===== src/rtl/commit_free_list.sv =====
// commit_free_list: retirement RAT plus circular free list feeding rename with physical registers.
// Optional build macro COMMIT_FREE_LIST_RECOVERY_EN adds a flush input that rewinds head to committed_head.
module commit_free_list #(
    parameter int DISPATCH_WIDTH = 2,
    parameter int PHYS_REGS      = 64,
    parameter int ARCH_REGS      = 32,
    localparam int FL_DEPTH      = PHYS_REGS - ARCH_REGS,
    localparam int PTR_W         = $clog2(FL_DEPTH),
    localparam int CNT_W         = $clog2(FL_DEPTH + 1),
    localparam int PT_W          = 8,
    localparam int AT_W          = 5
) (
    input  logic                                 clk,
    input  logic                                 rst,
    input  logic [DISPATCH_WIDTH-1:0]            commit_en,
    input  logic [DISPATCH_WIDTH-1:0][PT_W-1:0]  commit_phys_rd,
    input  logic [DISPATCH_WIDTH-1:0][AT_W-1:0]  commit_arch_rd,
    input  logic [DISPATCH_WIDTH-1:0]            alloc_req,
`ifdef COMMIT_FREE_LIST_RECOVERY_EN
    input  logic                                 flush,
`endif
    output logic                                 alloc_ready,
    output logic [DISPATCH_WIDTH-1:0][PT_W-1:0]  alloc_phys,
    output logic [CNT_W-1:0]                     free_count,
    output logic                                 err_overflow
);

    logic [FL_DEPTH-1:0][PT_W-1:0]  fl_q, fl_d, fl_init;
    logic [ARCH_REGS-1:0][PT_W-1:0] rrat_q, rrat_d, rrat_init;
    logic [PTR_W-1:0]               head_q, head_d;
    logic [PTR_W-1:0]               tail_q, tail_d;
    logic [CNT_W-1:0]               count_q, count_d;
    logic                           err_q, err_d;
    logic [CNT_W-1:0]               n_pop;
    logic [CNT_W-1:0]               n_push;
    logic [CNT_W:0]                 occ;
    logic                           flush_i;

`ifdef COMMIT_FREE_LIST_RECOVERY_EN
    logic [PTR_W-1:0]               chead_q, chead_d;
    logic [CNT_W-1:0]               n_act;
    assign flush_i = flush;
`else
    assign flush_i = 1'b0;
`endif

    always_comb begin
        for (int i = 0; i < FL_DEPTH; i++) fl_init[i] = PT_W'(ARCH_REGS + i);
        for (int i = 0; i < ARCH_REGS; i++) rrat_init[i] = PT_W'(i);
    end

    // Lane w reads the slot after all lower requesting lanes; a pop only happens when ready.
    always_comb begin
        logic [CNT_W-1:0] n_req;
        n_req       = '0;
        alloc_ready = (count_q >= CNT_W'(DISPATCH_WIDTH)) && !flush_i;
        for (int w = 0; w < DISPATCH_WIDTH; w++) begin
            alloc_phys[w] = fl_q[head_q + PTR_W'(n_req)];
            n_req         = n_req + CNT_W'(alloc_req[w]);
        end
        n_pop = alloc_ready ? n_req : '0;
    end

    // Reading rrat_d inside the loop forwards lower-lane writes to the same arch reg.
    always_comb begin
        fl_d   = fl_q;
        rrat_d = rrat_q;
        err_d  = err_q;
        n_push = '0;
        occ    = {1'b0, count_q} - {1'b0, n_pop};
`ifdef COMMIT_FREE_LIST_RECOVERY_EN
        n_act  = '0;
`endif
        for (int w = 0; w < DISPATCH_WIDTH; w++) begin
            if (commit_en[w] && (commit_arch_rd[w] != '0)) begin
                if ((occ + {1'b0, n_push}) >= (CNT_W+1)'(FL_DEPTH)) begin
                    err_d = 1'b1;
                end else begin
                    fl_d[tail_q + PTR_W'(n_push)] = rrat_d[commit_arch_rd[w]];
                    n_push = n_push + CNT_W'(1);
                end
                rrat_d[commit_arch_rd[w]] = commit_phys_rd[w];
`ifdef COMMIT_FREE_LIST_RECOVERY_EN
                n_act = n_act + CNT_W'(1);
`endif
            end
        end
        head_d  = head_q + PTR_W'(n_pop);
        tail_d  = tail_q + PTR_W'(n_push);
        count_d = count_q + n_push - n_pop;
`ifdef COMMIT_FREE_LIST_RECOVERY_EN
        chead_d = chead_q + PTR_W'(n_act);
        if (flush) begin
            head_d  = chead_d;
            count_d = CNT_W'(FL_DEPTH);
        end
`endif
    end

    always_ff @(posedge clk) begin
        if (rst) begin
            fl_q    <= fl_init;
            rrat_q  <= rrat_init;
            head_q  <= '0;
            tail_q  <= '0;
            count_q <= CNT_W'(FL_DEPTH);
            err_q   <= 1'b0;
`ifdef COMMIT_FREE_LIST_RECOVERY_EN
            chead_q <= '0;
`endif
        end else begin
            fl_q    <= fl_d;
            rrat_q  <= rrat_d;
            head_q  <= head_d;
            tail_q  <= tail_d;
            count_q <= count_d;
            err_q   <= err_d;
`ifdef COMMIT_FREE_LIST_RECOVERY_EN
            chead_q <= chead_d;
`endif
        end
    end

    assign free_count   = count_q;
    assign err_overflow = err_q;

endmodule


===== config.mk =====
export PLATFORM = sky130hd
export DESIGN_NAME = commit_free_list
export DESIGN_NICKNAME = d
export VERILOG_FILES = /design/src/rtl/commit_free_list.sv
export SDC_FILE = /design/constraint.sdc
export NUM_CORES = 2
export LEC_CHECK = 0
export CORE_ASPECT_RATIO = 2
export CORE_MARGIN = 2
export CORE_UTILIZATION = 35
export DETAILED_ROUTE_END_ITERATION = 8
export MAX_ROUTING_LAYER = met4
export PLACE_DENSITY = 0.53
export SETUP_SLACK_MARGIN = 0.05
export SLEW_MARGIN = 20
export SYNTH_ARGS = -nofsm -noshare
export SYNTH_HDL_FRONTEND = slang
export SYNTH_SLANG_ARGS = --single-unit

===== constraint.sdc =====
create_clock -name clk -period 20.5 [get_ports clk]
set_clock_uncertainty 0.1 [all_clocks]
set_input_delay 5.125 -clock clk [delete_from_list [all_inputs] [get_ports clk]]
set_output_delay 5.125 -clock clk [all_outputs]
set_load 0.02 [all_outputs]

Yosys cells after proc, flatten, opt, wreduce, memory -nomap -nowiden:

Cells that the tools add are included.
Widths: inputs -> output; s select.

* register bits after elaboration: 529
* input port bits: 32
* output and inout bits: 24
* logic and storage cells: 134

* add/subtract/negate cells: 10
* magnitude comparators: 13
* multiplexer cells: 35
* reductions and logical operators: 8

Operators by type and width (number)
* $mux 256: 6
* $bwmux 256: 4
* $bmux 8 s5: 4
* $demux 8 s5: 4
* $mux 8: 8
* $lt 5x6->1 const B: 6
* $ge 5x1->1 const B: 4
* $ge 7x6->1 const B: 2
* $mux 6: 2
* $add 5x5->5: 2
* $reduce_bool 5->1: 2
* $add 7x6->7: 1
* $sub 6x2->7: 1
* $add 6x1->6 const B: 1
* $add 6x6->6: 1
* $ge 6x2->1 const B: 1
* $logic_and 1x1->1: 6
* $mux 1: 6
* $sub 6x2->6: 1
* $add 5x1->5: 1
* $add 5x2->5: 1
* $add 1x1->2: 1
* $mux 2: 1

Longest topological paths before layout:

* depth after elaboration: 14
* gate-level depth with buffers: 36
* mapped depth without buffers: 32

Worst setup path before layout:

No wires, ideal clock.

* path type: input -> output
* start point: input port alloc_req[0]
* end point: output port alloc_phys[10] in the netlist's numbering
* data arrival time: 7.903 ns
* required time: 15.275 ns
* slack: 7.372 ns
* cell stages on the path: 8
* path buffers: 3
* cell sequence: ha_1 ha_1 clkbuf_1 clkbuf_1 buf_1 mux4_2 mux4_2 mux2_2

RTL lines
* from (decl): line 18 `input logic [DISPATCH_WIDTH-1:0] alloc_req,`
* to (decl): line 23 `output logic [DISPATCH_WIDTH-1:0][PT_W-1:0] alloc_phys,`

==> metrics <==
CP Class=input pin to primary output; # hold bufs at CTS=0; reg2reg start=free_count[2]$_SDFF_PP0_; NetSw=1.34 mW; die width=228 um; max_cap viols=0; largest net degree at the start of global routing=176; setup_tns=0 ns; wire per inst=43.3 um; Routed Antenna Nets=0; Worst Path Max Fanout=34; CTS sink count=529; worst-margin pin slew=1.29 ns; Power, Total=3.37 mW; fmax=68.8 MHz; Starting Density=35.3%; Unique masters post-synth=94; Hold Vio Cnt, Final=0; TritonRoute pass-1 iters=9; via/cell ratio=7.35; final wirelength=229 mm; R2R depth=32; Pint=2.04 mW; #FFs+latches synth=529; post-synthesis sequential area ratio=30.1%; Net Count, Synth=4124; hold path startpoint=rrat_q[6]$_SDFF_PP0_; Starting DRT DRC Count=5167; Crit. End Element=primary output; r2r endpoint=free_count[5]$_SDFF_PP1_; switching portion of total power=39.7%; Final Core Density=39.0%; Synthesis Warnings=0; Comb power frac=34.0%; postcts setup bufs=0; status=complete, no violations; synthesized area=0.0352 mm^2; Die Ht=453 um; Core Area=0.0999 mm^2; CP Launch Type=input pin; Synth Flop Type=dfxtp_1; Slew HR=11.7%; Boundary Pins=56; DP Wirelength=161 mm; CP arrival=9.30 ns; Mean Syn Cell Area=8.68 um^2; final net count=3955; CP max-delay cell=ha_4; Root Driver=clkbuf_16; Mapped Cells=4061; Max stage delay on crit path=0.73 ns; crit share post-route=70.9%; hold path endpoint=rrat_q[6]$_SDFF_PP0_; first-pass GRT wire length=322 mm; initial antenna violation count=19; drt drc=0; CTS tree=done; Worst-Skew Late Latency=0.71 ns; Seq pwr share=33.1%; hold path depth=2; Via Count=38900; FILL cells=10300; crit-path cells=clkdlybuf4s50_1 -> ha_4 -> buf_4 -> mux4_2 -> mux4_2 -> mux2_2 -> clkdlybuf4s50_1; minimum clock period after layout=14.53 ns; post-CTS sizing=0; clock buffer depth=3; hold crit path type=flip-flop to flip-flop; Final Setup Violations=0; total gr overflow=0; vias in the first global route=37000; PortBufs=55; reg2reg setup slack=12.72 ns; Final Wtd Congestion=1.13; clock-pin slew on the worst setup and hold paths=0.07 ns; GRT Total Usage=45.3%; worst vdd ir=71.6 uV; die area=0.103 mm^2; Layout area overhead=10.7%; Post-synth EDFFs=0; leakage=12.6 nW; unrepaired setup endpoints after global routing=no; Core Rows=164; CTS buffer count=55; cell area power density=86.5 mW/mm^2; Pins Over Slew Limit=0; Async S/R FF share, synth=0%; layout cells sized above 1=16.9%; CTS H-tree lvls=2; Clock power frac=32.9%; WP data required=15.27 ns
## flip-flops by register name, summed over array words and instances, names as in the netlist
signal        flops
err_overflow      1
fl_q            256
free_count        6
head_q            5
tail_q            5
rrat_q          256
## logic make-up after synthesis
kind of cell    Yosys count  share of synthesized area, %
mux                     481                          21.5
simple gates           1306                          17.9
fa+ha+maj                31                          1.21
xor+xnor                 13                         0.323
flops                   529                          30.1
buf+inv                 477                          5.75
compound gates         1224                          23.3
## area by class of cell
cell class | instances | area, um^2 | share of cell area, %
multi-input cells | 3055 | 22900 | 58.8
diodes | 30 | 75.1 | 0.193
clock inverters | 26 | 314 | 0.805
well taps | 1328 | 1660 | 4.26
clock buffers | 77 | 1540 | 3.95
inverters | 39 | 151 | 0.388
flip-flops and latches | 529 | 10600 | 27.2
repair buffers | 212 | 1720 | 4.42
## how the worst max path moves through the flow
stage                       from        endpoint  slack, ns  depth (start not counted)
global route        alloc_req[0]  alloc_phys[13]       5.79                          7
floorplan           alloc_req[0]  alloc_phys[10]       7.37                          8
CTS                 alloc_req[0]  alloc_phys[14]       6.02                          7
global placement    alloc_req[0]  alloc_phys[12]       6.08                          7
finish              alloc_req[0]  alloc_phys[12]       5.97                          7
detailed placement  alloc_req[0]  alloc_phys[14]       6.03                          7
## cell usage after synthesis, drive strengths merged (46+ instances only)
| master | n | share of area [%] |
|---|---|---|
| a211oi | 94 | 2.0 |
| a21oi | 187 | 2.7 |
| a221oi | 46 | 1.1 |
| a311oi | 77 | 1.9 |
| buf | 120 | 1.9 |
| clkbuf | 318 | 3.4 |
| dfxtp | 529 | 30 |
| mux2 | 116 | 3.7 |
| mux2i | 156 | 4.4 |
| mux4 | 209 | 13 |
| nand2 | 344 | 3.7 |
| nand3 | 235 | 3.3 |
| nor2 | 349 | 3.8 |
| nor2b | 48 | 0.85 |
| nor3 | 90 | 1.4 |
| o211ai | 65 | 1.4 |
| o21ai | 364 | 5.2 |
| o22ai | 77 | 1.4 |
## cell usage in the layout (no fill, tap or decap), types with 21 or more instances in the layout
cell	n
o21ai_1	24
buf_4	156
nand2_1	341
nor2b_1	43
nand2b_1	37
o211ai_1	65
nor2_1	342
o22ai_1	77
and3_1	32
a21oi_1	185
nor4_1	32
a221oi_1	46
o21ai_0	336
nand4_1	41
a31oi_1	25
a311oi_1	77
mux2i_1	155
nand3_1	235
a22oi_1	25
dfxtp_1	527
clkbuf_16	55
a32oi_1	24
mux2_2	115
inv_1	36
mux4_2	209
a211oi_1	92
clkdlybuf4s50_1	46
o2111ai_1	38
ha_1	24
diode_2	30
nor3_1	79
a211o_1	21
## routing by layer
| metal | vias to the layer above | GRT usage [%] | part of all wire [%] |
|---|---|---|---|
| met3 | 1561 | 13.2 | 8.6 |
| met4 | 0 | 54.4 | 16 |
| li1 | 15300 | - | - |
| met2 | 3050 | 71.3 | 46 |
| met5 | - | - | 0 |
| met1 | 19000 | 40.5 | 29 |
## metrics by stage
stage	setup slack, ns	hold slack (ns)	std cells	instance area (um^2)
4_1_cts	6.02	0.352	5264	38800
3_3_place_gp	6.08	0.335	5161	37000
3_5_place_dp	6.03	0.341	5161	37000
6_report	5.97	0.354	5296	39000
5_1_grt	5.79	0.385	5287	39000
2_1_floorplan	7.37	0.323	4061	35200
## worst max-delay path, delay by kind of cell
family                   cells  cell delay [ns]
buffers and inverters        3             1.80
multiplexers                 3             1.61
adder cells (fa/ha/maj)      1             0.73
## power groups by stage
stage	clock network, mW	registers [mW]	logic (mW)
final	1.11	1.12	1.15
after floorplan	0	1.11	0.692
after global placement	0	1.14	1.08
after CTS	1.11	1.12	1.09
after detailed placement	0	1.14	1.09
after global routing	1.15	1.12	1.19
No activity file was read; power rests on OpenSTA's default activity.
